### config.mk
export PLATFORM = sky130hd
export DESIGN_NAME = cpi_crop_pack
export DESIGN_NICKNAME = d
export VERILOG_FILES = /design/src/rtl/cpi_crop_pack.sv
export SDC_FILE = /design/constraint.sdc
export NUM_CORES = 1
export LEC_CHECK = 0
export CORE_ASPECT_RATIO = 1.1
export CORE_MARGIN = 1.5
export CORE_UTILIZATION = 50
export DETAILED_ROUTE_END_ITERATION = 10
export PLACE_DENSITY = 0.76
export SYNTH_ARGS = -nofsm -noshare
export SYNTH_HDL_FRONTEND = slang
export SYNTH_SLANG_ARGS = --single-unit
export TNS_END_PERCENT = 5
### constraint.sdc
create_clock -name clk_i -period 4.78 [get_ports clk_i]
set_clock_uncertainty 0.2 [all_clocks]
set_input_delay 0.956 -clock clk_i [delete_from_list [all_inputs] [get_ports clk_i]]
set_output_delay 0.956 -clock clk_i [all_outputs]
set_load 0.02 [all_outputs]
### src/rtl/cpi_crop_pack.sv
// CPI pixel-domain front end: crops a row/column window, packs two pixels per word, queues words.
// Optional build macro CPI_CROP_DECIM_EN adds cfg_decim_i for 2:1 horizontal/vertical decimation.
module cpi_crop_pack #(
  parameter int DATA_WIDTH = 8,
  parameter int CNT_WIDTH  = 12,
  parameter int FIFO_DEPTH = 4
) (
  input  logic                    clk_i,
  input  logic                    rst_i,
  input  logic                    cfg_en_i,
  input  logic                    cfg_clr_i,
  input  logic [CNT_WIDTH-1:0]    cfg_col_start_i,
  input  logic [CNT_WIDTH-1:0]    cfg_col_end_i,
  input  logic [CNT_WIDTH-1:0]    cfg_row_start_i,
  input  logic [CNT_WIDTH-1:0]    cfg_row_end_i,
`ifdef CPI_CROP_DECIM_EN
  input  logic                    cfg_decim_i,
`endif
  input  logic [DATA_WIDTH-1:0]   cam_data_i,
  input  logic                    cam_hsync_i,
  input  logic                    cam_vsync_i,
  output logic [2*DATA_WIDTH-1:0] data_o,
  output logic                    sof_o,
  output logic                    valid_o,
  input  logic                    ready_i,
  output logic                    overflow_o
);

  localparam int WW = 2 * DATA_WIDTH;
  localparam int AW = (FIFO_DEPTH > 2) ? $clog2(FIFO_DEPTH) : 1;
  localparam int CW = AW + 1;

  typedef enum logic [1:0] {IDLE, WAIT_SOF, ACTIVE, DROP} state_e;

  typedef struct packed {
    logic          sof;
    logic [WW-1:0] data;
  } fifo_ent_t;

  state_e                state_q;
  logic                  vsync_q, hsync_q;
  logic [CNT_WIDTH-1:0]  col_q, row_q;
  logic                  half_q, half_d;
  logic [DATA_WIDTH-1:0] lo_q, lo_d;
  logic                  sof_pend_q, sof_pend_d;
  logic                  overflow_q;
  fifo_ent_t             mem_q [FIFO_DEPTH];
  logic [AW-1:0]         wr_q, rd_q;
  logic [CW-1:0]         cnt_q;

  logic      sof_evt, eol_evt, line_act, in_win, decim_ok, keep;
  logic      push_req, push_ok, pop, full, ovf_evt;
  fifo_ent_t push_ent;

  assign sof_evt  = vsync_q & ~cam_vsync_i;
  assign eol_evt  = hsync_q & ~cam_hsync_i;
  assign line_act = cam_hsync_i & ~cam_vsync_i;

  // An inverted window (start > end) can never satisfy both bounds, so it keeps nothing.
  assign in_win = (col_q >= cfg_col_start_i) && (col_q <= cfg_col_end_i) &&
                  (row_q >= cfg_row_start_i) && (row_q <= cfg_row_end_i);

`ifdef CPI_CROP_DECIM_EN
  logic [CNT_WIDTH-1:0] col_off, row_off;
  assign col_off  = col_q - cfg_col_start_i;
  assign row_off  = row_q - cfg_row_start_i;
  assign decim_ok = ~cfg_decim_i | (~col_off[0] & ~row_off[0]);
`else
  assign decim_ok = 1'b1;
`endif

  assign keep    = (state_q == ACTIVE) && cfg_en_i && line_act && in_win && decim_ok;
  assign valid_o = (cnt_q != '0);
  assign full    = (cnt_q == CW'(FIFO_DEPTH));
  assign pop     = valid_o & ready_i;
  assign push_ok = push_req & ~cfg_clr_i & (~full | pop);
  assign ovf_evt = push_req & ~cfg_clr_i & full & ~pop;

  always_comb begin
    push_req   = 1'b0;
    push_ent   = '0;
    half_d     = half_q;
    lo_d       = lo_q;
    sof_pend_d = sof_pend_q;
    if (keep) begin
      if (half_q) begin
        push_req      = 1'b1;
        push_ent.data = {cam_data_i, lo_q};
        half_d        = 1'b0;
      end else begin
        lo_d   = cam_data_i;
        half_d = 1'b1;
      end
    end else if (eol_evt && half_q) begin
      // Odd pixel count on a line: flush the lone pixel with a zero upper byte.
      push_req      = 1'b1;
      push_ent.data = {{DATA_WIDTH{1'b0}}, lo_q};
      half_d        = 1'b0;
    end
    push_ent.sof = sof_pend_q;
    if (push_req) sof_pend_d = 1'b0;
    if (sof_evt) begin
      sof_pend_d = 1'b1;
      half_d     = 1'b0;
    end
    if (ovf_evt || !cfg_en_i || cfg_clr_i) half_d = 1'b0;
  end

  always_ff @(posedge clk_i or posedge rst_i) begin
    if (rst_i) begin
      vsync_q    <= 1'b0;
      hsync_q    <= 1'b0;
      col_q      <= '0;
      row_q      <= '0;
      half_q     <= 1'b0;
      lo_q       <= '0;
      sof_pend_q <= 1'b0;
    end else begin
      vsync_q    <= cam_vsync_i;
      hsync_q    <= cam_hsync_i;
      half_q     <= half_d;
      lo_q       <= lo_d;
      sof_pend_q <= sof_pend_d;
      // Counters saturate rather than wrap so an oversized frame never re-enters the window.
      if (eol_evt)                      col_q <= '0;
      else if (line_act && col_q != '1) col_q <= col_q + 1'b1;
      if (sof_evt)                      row_q <= '0;
      else if (eol_evt && row_q != '1)  row_q <= row_q + 1'b1;
    end
  end

  always_ff @(posedge clk_i or posedge rst_i) begin
    if (rst_i) begin
      state_q    <= IDLE;
      overflow_q <= 1'b0;
    end else begin
      if (cfg_clr_i)    overflow_q <= 1'b0;
      else if (ovf_evt) overflow_q <= 1'b1;
      if (!cfg_en_i) begin
        state_q <= IDLE;
      end else begin
        case (state_q)
          IDLE:     state_q <= WAIT_SOF;
          WAIT_SOF: if (sof_evt) state_q <= ACTIVE;
          ACTIVE:   if (ovf_evt) state_q <= DROP;
          DROP:     if (sof_evt) state_q <= ACTIVE;
          default:  state_q <= IDLE;
        endcase
      end
    end
  end

  always_ff @(posedge clk_i or posedge rst_i) begin
    if (rst_i) begin
      wr_q  <= '0;
      rd_q  <= '0;
      cnt_q <= '0;
    end else if (cfg_clr_i) begin
      wr_q  <= '0;
      rd_q  <= '0;
      cnt_q <= '0;
    end else begin
      if (push_ok) wr_q <= wr_q + 1'b1;
      if (pop)     rd_q <= rd_q + 1'b1;
      case ({push_ok, pop})
        2'b10:   cnt_q <= cnt_q + 1'b1;
        2'b01:   cnt_q <= cnt_q - 1'b1;
        default: cnt_q <= cnt_q;
      endcase
    end
  end

  // Storage needs no reset: the head is only exposed while valid_o is high.
  always_ff @(posedge clk_i) begin
    if (push_ok) mem_q[wr_q] <= push_ent;
  end

  assign data_o     = valid_o ? mem_q[rd_q].data : '0;
  assign sof_o      = valid_o & mem_q[rd_q].sof;
  assign overflow_o = overflow_q;

endmodule

=== After elaboration in Yosys (flattened, before gate mapping) ===
Memories as Yosys holds them, arrays and structs flattened.
Cells that the tools add are included.

* Register bits after elaboration: 46
* Bits in latches: 0
* Memory bits (writable): 68
* Memory bits (read-only): 0
* Input port bits: 63
* Word-level logic and storage cells: 106
* Memories kept: 1

{| class="wikitable"
|+ Memory list
! name !! depth !! width !! rd ports !! clocked after Yosys merged registers in !! write ports !! RTL line !! source
|-
| mem_q || 4 || 17 || 1 || 0 || 1 || 47 || <nowiki>fifo_ent_t mem_q [FIFO_DEPTH];</nowiki>
|}

* $add $sub $neg: 6
* $mul: 0
* Divide/modulo/power cells: 0
* $lt $le $gt $ge: 4
* Equality and inequality tests: 10
* Shift-type cells: 0
* Multiplexer cells: 32
* Bitwise operators: 16
* Reductions and logical operators: 25

{| class="wikitable"
|+ Operators with widths
! operator !! number
|-
| two-way mux 12 bit || 4
|-
| two-way mux 16 bit || 3
|-
| adder 12 x 1 -> 12 bit, second input constant || 2
|-
| >= comparator 12 bit || 2
|-
| less-or-equal comparator 12 bit || 2
|-
| inequality test 12 bit, second input constant || 2
|-
| two-way mux 1 bit || 14
|-
| two-way mux 2 bit || 7
|-
| nonzero test 2 bit || 6
|-
| AND 1 bit || 9
|-
| logical AND 1 bit || 9
|-
| two-way mux 8 bit || 1
|-
| equality test 2 bit, second input constant || 3
|-
| NOT 1 bit || 6
|-
| case mux 2 bit (3 select lines) || 1
|-
| case mux 3 bit (2 select lines) || 1
|-
| nonzero test 3 bit || 2
|-
| adder 2 x 1 -> 2 bit, second input constant || 2
|-
| equality test 2 x 1 -> 1 bit, second input constant || 2
|-
| AND reduction 2 bit || 2
|-
| nonzero test 4 bit || 1
|-
| adder 3 x 1 -> 3 bit, second input constant || 1
|-
| equality test 3 bit, second input constant || 1
|-
| two-way mux 3 bit || 1
|-
| 8 further kinds || 9
|}

=== Depth between registers and ports, before layout ===
Gate-level depths: netlist (run 1).

* Depth in word-level cells: 12
* Gate-level depth with buffers: 12

=== Worst setup path before layout (run 1) ===
Ideal clock, no wire load.

* Path type: input port to flip-flop
* From: in cfg_col_start_i[0]
* To: reg cnt_q[2]
* Library setup time: 128 ps
* Arrival: 3608 ps
* Required time: 4452 ps
* Path slack: 844 ps
* Stages: 11
* Buffers on the path: 0
* Path through: ha_1 nand2b_1 a2111oi_0 or4_1 a31oi_2 a41oi_2 o21ai_0 fa_1 or3_1 mux2i_1 mux2_1

* Cells in the longest elaborated chain, start to end: 11
* Elaborated cells on any way between the ends: 13

{| class="wikitable"
|+ RTL lines
! element !! RTL line !! source
|-
| start: declaration || 12 || <nowiki>input logic [CNT_WIDTH-1:0] cfg_col_start_i,</nowiki>
|-
| >= comparator 12 bit * || 60 || <nowiki>assign in_win = (col_q >= cfg_col_start_i) && (col_q <= cfg_col_end_i) &&</nowiki>
|-
| logical AND 1 bit * (2 in a row) || 60 ||
|-
| logical AND 1 bit * || 61 || <nowiki>(row_q >= cfg_row_start_i) && (row_q <= cfg_row_end_i);</nowiki>
|-
| logical AND 1 bit * || 72 || <nowiki>assign keep = (state_q == ACTIVE) && cfg_en_i && line_act && in_win && decim_ok;</nowiki>
|-
| two-way mux 1 bit * || 85 || <nowiki>if (keep) begin</nowiki>
|-
| AND 1 bit * (2 in a row) || 76 || <nowiki>assign push_ok = push_req & ~cfg_clr_i & (~full | pop);</nowiki>
|-
| equality test 2 x 1 -> 1 bit or equality test 2 bit (tied branches) || 165 || <nowiki>case ({push_ok, pop})</nowiki>
|-
| case mux 3 bit (2 select lines) || 165 ||
|-
| two-way mux 3 bit || 158 || <nowiki>end else if (cfg_clr_i) begin</nowiki>
|-
| end signal: assignment || 166 || <nowiki>2'b10: cnt_q <= cnt_q + 1'b1;</nowiki>
|-
| end signal: assignment || 167 || <nowiki>2'b01: cnt_q <= cnt_q - 1'b1;</nowiki>
|-
| end signal: assignment || 168 || <nowiki>default: cnt_q <= cnt_q;</nowiki>
|-
| end: declaration || 49 || <nowiki>logic [CW-1:0] cnt_q;</nowiki>
|}

Every way passes the cells marked *; elsewhere a longest branch is shown, timed or not.
A chain may end at the register's enable or synchronous reset.

=== Worst setup path in the final report (run 1) ===
* From: in cfg_col_end_i[1]
* To: reg cnt_q[1]

* Cells in the longest elaborated chain, start to end: 11
* Elaborated cells on any way between the ends: 13

{| class="wikitable"
|+ RTL lines
! element !! RTL line !! source
|-
| start: declaration || 13 || <nowiki>input logic [CNT_WIDTH-1:0] cfg_col_end_i,</nowiki>
|-
| less-or-equal comparator 12 bit * || 60 ||
|-
| logical AND 1 bit * (2 in a row) || 60 ||
|-
| logical AND 1 bit * || 61 ||
|-
| logical AND 1 bit * || 72 ||
|-
| two-way mux 1 bit * || 85 ||
|-
| AND 1 bit * (2 in a row) || 76 ||
|-
| equality test 2 x 1 -> 1 bit or equality test 2 bit (tied branches) || 165 ||
|-
| case mux 3 bit (2 select lines) || 165 ||
|-
| two-way mux 3 bit || 158 ||
|}

Marks and branches as above.

==> results of run 1 <==
layout make-up:
class / count / share of cell area [%]
Sequential cell: 114 / 40.6
Multi-Input combinational cell: 337 / 35.1
Timing Repair Buffer: 92 / 11.5
Clock buffer: 17 / 5.41
Inverter: 55 / 2.62
Tap cell: 154 / 2.45
Clock inverter: 15 / 2.29
how the worst max path moves through the flow:
stage / cells after the start / slack (ns) / endpoint / start
5_1_grt: 13 / 0.47 / cnt_q[1] / cfg_col_end_i[1]
4_1_cts: 13 / 0.59 / cnt_q[1] / cfg_col_end_i[1]
3_3_place_gp: 13 / 0.38 / cnt_q[1] / cfg_col_end_i[1]
3_5_place_dp: 13 / 0.24 / cnt_q[1] / cfg_col_end_i[1]
6_report: 13 / 0.58 / cnt_q[1] / cfg_col_end_i[1]
2_1_floorplan: 11 / 0.84 / cnt_q[2] / cfg_col_start_i[0]
Yosys cell counts, types with 2 or more instances:
master / number / area, sq um
and3_2: 8 / 60.1
a31oi_1: 2 / 12.5
nand3_1: 17 / 85.1
and2_1: 13 / 81.3
a21o_1: 4 / 30.0
or3_1: 4 / 25.0
nor2b_1: 26 / 163
mux4_2: 17 / 383
mux2i_1: 6 / 60.1
a21boi_0: 2 / 15.0
nand4_1: 15 / 93.8
nor4_1: 5 / 31.3
buf_2: 3 / 15.0
mux2_4: 8 / 120
xnor2_1: 8 / 70.1
o31ai_1: 2 / 15.0
nor2_1: 40 / 150
inv_1: 55 / 206
edfxtp_1: 68 / 2040
o21ai_0: 10 / 50.1
xor2_1: 14 / 123
and4_1: 5 / 43.8
nand2_1: 21 / 78.8
a21oi_1: 23 / 115
nand2b_1: 3 / 18.8
dfrtp_1: 46 / 1150
ha_1: 54 / 676
nor3_1: 10 / 50.1
clkbuf_1: 8 / 30.0
metal layers:
metal / vias up / global-route usage, % / part of all wire, %
li1: 2077 / - / -
met1: 2121 / 26.5 / 42
met2: 113 / 38.0 / 53
met3: 15 / 4.62 / 4.3
met4: 0 / 5.93 / 1.2
met5: - / 0 / 0
state kept, by name (all words and copies together), names as in the netlist:
| name | flops |
|---|---|
| col_q | 12 |
| vsync_q | 1 |
| mem_q | 68 |
| half_q | 1 |
| overflow_o | 1 |
| cnt_q | 3 |
| row_q | 12 |
| hsync_q | 1 |
| sof_pend_q | 1 |
| state_q | 2 |
| rd_q | 2 |
| wr_q | 2 |
| lo_q | 8 |
power groups by stage:
stage	clock [mW]	sequential, mW	combinational [mW]
after global placement	0	1.08	0.154
final	1.28	1.06	0.159
after global routing	1.35	1.07	0.181
after detailed placement	0	1.08	0.160
after floorplan	0	1.08	0.0828
after CTS	1.29	1.06	0.161
cell usage in the layout, fill, tap and decap left out, drive strengths merged, types with 14 or more instances in the layout:
cell type / instances
nand3: 17
ha: 54
clkbuf: 17
xor2: 14
mux4: 17
dfrtp: 46
edfxtp: 68
nor2: 40
inv: 60
a21oi: 23
clkdlybuf4s50: 81
nor2b: 26
and2: 14
nand4: 15
nand2: 21
through the flow:
stage	total power, mW	utilization [%]	hold slack [ns]	setup slack [ns]	instances
3_5_place_dp	1.24	60.1	0.289	0.238	752
5_1_grt	2.59	65.1	0.334	0.465	784
2_1_floorplan	1.16	-	0.273	0.844	520
3_3_place_gp	1.24	60.1	0.284	0.375	752
6_report	2.51	65.1	0.307	0.583	784
4_1_cts	2.52	65.1	0.306	0.592	784
kinds of logic after synthesis:
logic type	synth area share (%)
xor+xnor	3.09
flops	51.2
buf+inv	4.59
compound gates	5.92
fa+ha+maj	11.2
mux	9.21
simple gates	14.9
==> results.md, run 1 <==
* Status: finished clean
* Hold Path Sink: lo_q[6]
* Die Footprint at 13,200 sq um
* Final wirelength at 13,200 microns
* Fill count at between 900 and 1k
* Detailed-route via count at 4,326
* GRT overflow at 0
* Path depth of the worst reg2reg path at 12
* Clock network fraction of total power at 51.2%
* Crit path kind: in2reg
* Flop pwr share at a little over two fifths
* FMAX at 0.238 GHz
* Syn Area/Cell at roughly 12 sq um
* Post-synthesis sequential area ratio at 51.2%
* Hold Crit Depth at 1
* Slew headroom at 24.7%
* Final Cycle Share at 87.8%
* Post-CTS sizing at 0
* Yosys warns at 0
* Starting Density at 51.6%
* Number of nets in the layout at 735
* Hold crit path type: reg2reg
* Clock Latency Late Sink at 0.41 ns
* Post-CTS Setup Repair Bufs at 0
* CTS root buf: clkbuf_16
* Critical Path Sink Type: register
* Comb pwr share at 6.3%
* Synth Net Count at 638
* VDD IR max at 224 uV
* Crit-path leading delay family: compound AO/OA/AOI/OAI gates
* Avg Vias per Cell at approximately 5.5
* CTS tree: done
* NetSw at between 0.5 and 0.6 mW
* Fin. Hold Viols at 0
* Final setup fails at 0
* Vias in the first global route at 4,526
* Static leakage at 3.29 nW
* Netlist Area Pre-Place at 6240 sq um
* Synth async-reset ratio at around two fifths
* Final Slew Violations at 0
* Post-route minimum period at 4.20 ns
* Internal power at 1.96 mW
* Clock buffer count from CTS at 17
* Area of the multi-input gates at 2760 sq um
* Clock Sinks at ~110
* Global Route Usage Sum at about 22%
* DP Area at ~7300 sq um
* Synth-to-Final Area Change at 26.1%
* Sw Share at 21.9%
* Worst Tran Pin Value at 1.11 ns
* Drt first pass iters at 5
* GP Congestion at between 0.8 and 0.9
* Max Cap Viol at 0
* DP Wirelength at 9270 microns
* Port Buffers at 81
* Buf+Inv Stages, Crit Path at 2
* ANT cells at 0
* Reg2reg setup slack at 1.14 ns
* Synth Register Bits at 114
* Maximum clock insertion buffer count at 2
* Post-synth EDFFs at 68
* Die width at 110 microns
* Cts hold-fix bufs at 0
* Design area at just under 8000 sq um
* Layout cells sized above 1 at 13.3%
* Routed len/inst at 16.8 microns
* H-tree depth at 4
* Clock slew at reported path FFs at approximately 0.05 ns
* IO Pins at 82
* Register area at 3190 sq um
* Cell Pwr Density at 319 nW/um^2
* Worst path cell trace: clkdlybuf4s50_1 > inv_1 > ha_1 > nor2b_1 > o211ai_1 > a211oi_1 > o41ai_2 > a41oi_2 > o21ai_0 > fa_1 > or3_1 > nor3_1 > a211o_1
* Slowest cell on crit path: o41ai_2
* Chip height at 120 microns
* CP max FO at 3
* DRT iter0 DRCs at a little under 200
* Core Area at 12,100 sq um
* Critical Path AT at around 4.3 ns
* Hold Path Origin: lo_q[6]
* Main synth FF type: edfxtp_1
* Library cells used by synthesis at 52
* Cell count after synthesis at between 500 and 600
* Initial antenna violation count at 0
* Post-route ant nets at 0
* Largest net degree at the start of global routing at 47
* Worst path required time at 4.92 ns
* Setup TNS at 0 ns
* DRC viols at 0
* Crit path launch type: input pin
* Worst reg2reg endpoint: cnt_q[2]
* # rows at 42
* Crit Reg-Reg Startpoint: row_q[0]
* First-pass GRT wire length at around 22,000 microns
* RSZ-0062 raised after global routing: false
* Max incr delay on CP at 0.54 ns
Note: power is estimated with default switching activity, not from simulation.
==> run 2, diff against run 1 <==
--- a/config.mk
+++ b/config.mk
@@ -9,7 +9,8 @@
 export CORE_MARGIN = 1.5
 export CORE_UTILIZATION = 50
 export DETAILED_ROUTE_END_ITERATION = 10
-export PLACE_DENSITY = 0.76
+export PLACE_DENSITY = 0.73
+export SETUP_SLACK_MARGIN = 0.1
 export SYNTH_ARGS = -nofsm -noshare
 export SYNTH_HDL_FRONTEND = slang
 export SYNTH_SLANG_ARGS = --single-unit
==> run 2 against run 1 <==
Clock-buffer cell count increased by 1. Clock power increased by 4%. Die area unchanged. Non-clock buffer count shrank 1. Critical path depth is the same. Sequential share of layout area is essentially flat.
==> results.md, run 2 (synthesized netlist as in run 1, its figures left out) <==
* Fin util at between 60% and 70%
* Fin. Hold Viols at 0
* Crit path launch type: input pin
* Most frequent cells in the layout: clkdlybuf4s50_1 (81), edfxtp_1 (68), inv_1 (54), ha_1 (54), dfrtp_1 (46)
* Clock buffer count from CTS at 17
* Detailed-route via count at 4,362
* First-pass GRT wire length at 21,700 microns
* Critical Path AT at 4.30 ns
* Clock Sinks at about 110
* Die Footprint at 13,200 sq um
* Critical Path Sink Type: register
* Post-route ant nets at 0
* Hold crit path type: reg2reg
* Fill count at 924
* Post-CTS sizing at 0
* CTS tree: done
* Register area at 3190 sq um
* Slowest cell on crit path: o41ai_2
* # rows at 42
* CP max FO at 3
* Synth-to-Final Area Change at 26.0%
* Most common cell after layout, fill and taps aside: clkdlybuf4s50_1
* Largest net degree at the start of global routing at 47
* CTS root buf: clkbuf_16
* RSZ-0062 raised after global routing: false
* Overall power at 2.56 mW
* Worst path cell trace: clkdlybuf4s50_1 > inv_1 > ha_1 > nor2b_1 > o211ai_1 > a211oi_1 > o41ai_2 > a41oi_2 > o21ai_0 > fa_1 > or3_1 > nor3_1 > a211o_1
* DP Wirelength at 9330 microns
* Final wirelength at about 13,000 microns
* Routed len/inst at 17.1 microns
* Status: finished clean
* Buf+Inv Stages, Crit Path at 2
* Port Buffers at 81
* ANT cells at 0
* Starting Density at roughly half
* Setup TNS at 0 ns
* Final Slew Violations at 0
* DRT iter0 DRCs at 278
* Max reg flops at 68
* Slew headroom at 33.9%
* GP Congestion at 0.843
* H-tree depth at 4
* DRC viols at 0
* Vias in the first global route at 4,538
* Number of nets in the layout at 734
* Hold WS at 0.302 ns
* Post-CTS Setup Repair Bufs at 0
* Clock slew at reported path FFs at 0.05 ns
* Initial antenna violation count at 0
* Chip height at 120 microns
* IO Pins at a little over 80
* Layout cells sized above 1 at 12.6%
* Largest regs: mem_q x68, col_q x12, row_q x12
* Worst Tran Pin Value at 0.990 ns
* Area of the multi-input gates at 2760 sq um
* Worst path required time at 4.92 ns
* Max Cap Viol at 0
* GRT overflow at 0
* Final Cycle Share at 87.1%
* Crit-path leading delay family: compound AO/OA/AOI/OAI gates
* Cell Pwr Density at ~330 nW/um^2
* Crit path kind: in2reg
* FMAX at 0.240 GHz
* Clock Latency Late Sink at 0.40 ns
* Core Area at about 12,000 sq um
* Maximum clock insertion buffer count at 2
* VDD IR max at 210 uV
* Post-route minimum period at ~4.2 ns
* Cts hold-fix bufs at 0
* Die width at 110 microns
* Most flops, register: mem_q
* Max incr delay on CP at 0.60 ns
* Final setup fails at 0
* Global Route Usage Sum at 21.9%
* Drt first pass iters at 4
* Static leakage at 3.28 nW
* Avg Vias per Cell at 5.59
[run 2: path summary, 6_finish.rpt]
kind                       cells past startpoint             start       end  slack (ns)
min in group asynchronous                      2             rst_i   lo_q[2]        0.91
min reg2reg                                    1           lo_q[1]   lo_q[1]        0.30
max                                           13  cfg_col_end_i[1]  cnt_q[1]        0.62
max reg2reg                                   11          col_q[1]  cnt_q[1]        1.20
max in group asynchronous                      2             rst_i   rd_q[0]        2.84
min                                            1           lo_q[1]   lo_q[1]        0.30
[run 2: layer usage]
layer,vias up,wire (microns),global-route usage [%]
met3,25,552,3.97
met1,2153,5580,26.3
met2,122,6970,38.5
met4,0,234,7.95
met5,-,0,0
li1,2062,-,-
[run 2: final cells by class]
type / instances / area share, %
clock buffers: 18 / 5.46
clock inverters: 12 / 2.42
inverters: 55 / 2.63
multi-input cells: 337 / 35.2
flip-flops and latches: 114 / 40.6
well taps: 154 / 2.45
repair buffers: 91 / 11.3
[run 2: power by group]
| group | switching, mW | total [mW] | internal, mW | leakage, nW |
|---|---|---|---|---|
| clock | 0.420 | 1.33 | 0.911 | 0.293 |
| combinational | 0.0735 | 0.161 | 0.0873 | 1.73 |
| sequential | 0.0175 | 1.07 | 1.05 | 1.25 |
[run 2: stage by stage]
stage / setup WS (ns) / cell area, sq um / cells
after floorplan: 0.844 / 6240 / 520
after global placement: 0.323 / 7240 / 751
after detailed placement: 0.238 / 7240 / 751
after CTS: 0.656 / 7860 / 781
after global routing: 0.425 / 7860 / 781
final: 0.615 / 7860 / 781
==> run 3, diff against run 2 <==
--- a/config.mk
+++ b/config.mk
@@ -5,7 +5,7 @@
 export SDC_FILE = /design/constraint.sdc
 export NUM_CORES = 1
 export LEC_CHECK = 0
-export CORE_ASPECT_RATIO = 1.1
+export CORE_ASPECT_RATIO = 0.6
 export CORE_MARGIN = 1.5
 export CORE_UTILIZATION = 50
 export DETAILED_ROUTE_END_ITERATION = 10
==> run 3 against run 2 <==
Combinational power about the same. Setup slack lost 0.085 ns. Sequential share of layout area is essentially flat. Utilization down 0.14 points. Clock-buffer cell count increased by 4. Final area hardly changed. Cell count grew 1.7%. Global-route usage grew 0.67 points. Non-clock buffer count stayed put. Power is 2.1% lower. Critical path depth did not move. Wire length increased by 5.7%. Critical endpoint unchanged. Largest cell class unchanged.
==> results.md, run 3 (synthesized netlist as in run 1, its figures left out) <==
* Clock buffer count from CTS at 17
* DRT iter0 DRCs at 262
* Fin. Hold Viols at 0
* Fin util at between 60 and 70%
* # rows at 31
* Final Cycle Share at slightly below 90%
* Slowest cell on crit path: o41ai_2
* Clock slew at reported path FFs at 0.05 ns
* First-pass GRT wire length at 22,200 microns
* Synth-to-Final Area Change at 25.9%
* Setup TNS at 0 ns
* Post-CTS sizing at 0
* VDD IR max at 291 uV
* Layout cells sized above 1 at about an eighth
* RSZ-0062 raised after global routing: false
* Most flops, register: mem_q
* Clock network fraction of total power at 50.9%
* Clock Latency Late Sink at 0.41 ns
* Static leakage at 3.27 nW
* Largest regs: mem_q x68, col_q x12, row_q x12
* Post-route minimum period at approximately 4.2 ns
* Port Buffers at 81
* Pre-CTS WS at 0.245 ns
* Final non-filler cell total at 794
* Overall power at 2.50 mW
* Routed len/inst at 17.8 microns
* Starting Density at between 50 and 60%
* Core Area at about 12,000 sq um
* Worst path cell trace: clkdlybuf4s50_1 > inv_1 > ha_1 > nor2b_1 > o211ai_1 > a211oi_1 > o41ai_2 > a41oi_2 > o21ai_0 > fa_1 > or3_1 > nor3_1 > a211o_1
* Chip height at 89.5 microns
* GP Congestion at 0.831
* Max incr delay on CP at approximately 0.58 ns
* Flop pwr share at 42.5%
* ANT cells at 0
* Hold crit path type: reg2reg
* Avg Vias per Cell at 5.55
* Internal power at 1.98 mW
* Initial antenna violation count at 0
* CP max FO at 3
* Detailed-route via count at around 4.4k
* Most common cell after layout, fill and taps aside: clkdlybuf4s50_1
* Die Footprint at 13,200 sq um
* Sw Share at 21.0%
* Critical Path AT at 4.40 ns
* Final Slew Violations at 0
* Critical Path Sink Type: register
* Number of nets in the layout at 734
* DP Area at 7260 sq um
* Vias in the first global route at approximately 4.4k
* Crit path launch type: input pin
* Post-CTS Setup Repair Bufs at 0
* FMAX at 0.235 GHz
* NetSw at 0.525 mW
* Die width at 147 microns
* GRT overflow at 0
* Placed Cells at 762
* Cts hold-fix bufs at 0
* Hold WS at 0.307 ns
* Setup WS post-layout at 0.530 ns
* Max reg flops at 68
* Status: finished clean
* H-tree depth at 4
* Buf+Inv Stages, Crit Path at 2
* DP Wirelength at about 9800 microns
* Global Route Usage Sum at 22.5%
* Cell Pwr Density at 319 nW/um^2
* Design area at 7850 sq um
* Largest net degree at the start of global routing at 47
* Final wirelength at 14,100 microns
* Worst path required time at 4.93 ns
* Clock Sinks at 114
* Post-route ant nets at 0
* DRC viols at 0
* Crit path kind: in2reg
* Final setup fails at 0
* Slew headroom at a little under a third
* Drt first pass iters at 5
* CTS root buf: clkbuf_16
* Max Cap Viol at 0
* CTS tree: done
* Most frequent cells in the layout: clkdlybuf4s50_1 (81), edfxtp_1 (68), inv_1 (54), ha_1 (54), dfrtp_1 (46)
* Comb pwr share at 6.5%
* Crit-path leading delay family: compound AO/OA/AOI/OAI gates
* IO Pins at 82
* Maximum clock insertion buffer count at 2
* Worst Tran Pin Value at 1.03 ns
==> run 3: changes by cell type in the layout (fill, tap and decap cells not counted), sizes merged <==
cell,delta
clkbuf,+4
clkinvlp,-1
clkinv,+1
bufinv,-2
==> run 3: final cells by class <==
cell class | count | area, sq um
clock buffer | 22 | 464
clock inverter | 10 | 134
fill | 870 | 4250
inverter | 55 | 206
multi-input combinational | 337 | 2760
sequential | 114 | 3190
tap | 165 | 206
timing repair buffer | 91 | 886
==> run 3: final timing paths <==
path / from / end / slack [ns] / cells after the start
max: cfg_col_end_i[1] / cnt_q[1] / 0.53 / 13
min: lo_q[7] / lo_q[7] / 0.31 / 1
max reg2reg: col_q[0] / cnt_q[2] / 1.06 / 12
min reg2reg: lo_q[7] / lo_q[7] / 0.31 / 1
max in group asynchronous: rst_i / sof_pend_q / 2.83 / 2
min in group asynchronous: rst_i / lo_q[6] / 0.92 / 2
==> run 3: power by group through the flow <==
stage | registers [mW] | clock network [mW] | logic [mW]
4_1_cts | 1.06 | 1.28 | 0.165
2_1_floorplan | 1.08 | 0 | 0.0828
3_5_place_dp | 1.08 | 0 | 0.163
6_report | 1.06 | 1.27 | 0.164
5_1_grt | 1.07 | 1.32 | 0.185
3_3_place_gp | 1.08 | 0 | 0.155
==> run 3: per-layer routing <==
metal  vias to the layer above  GRT usage, %  wire [microns]  share of wire (%)
met1                      2145          30.7            6520                 46
met5                         -             0               0                  0
met2                       169          36.4            6580                 47
met4                         0          6.36             135               0.96
met3                        16          5.71             866                6.1
li1                       2076             -               -                  -
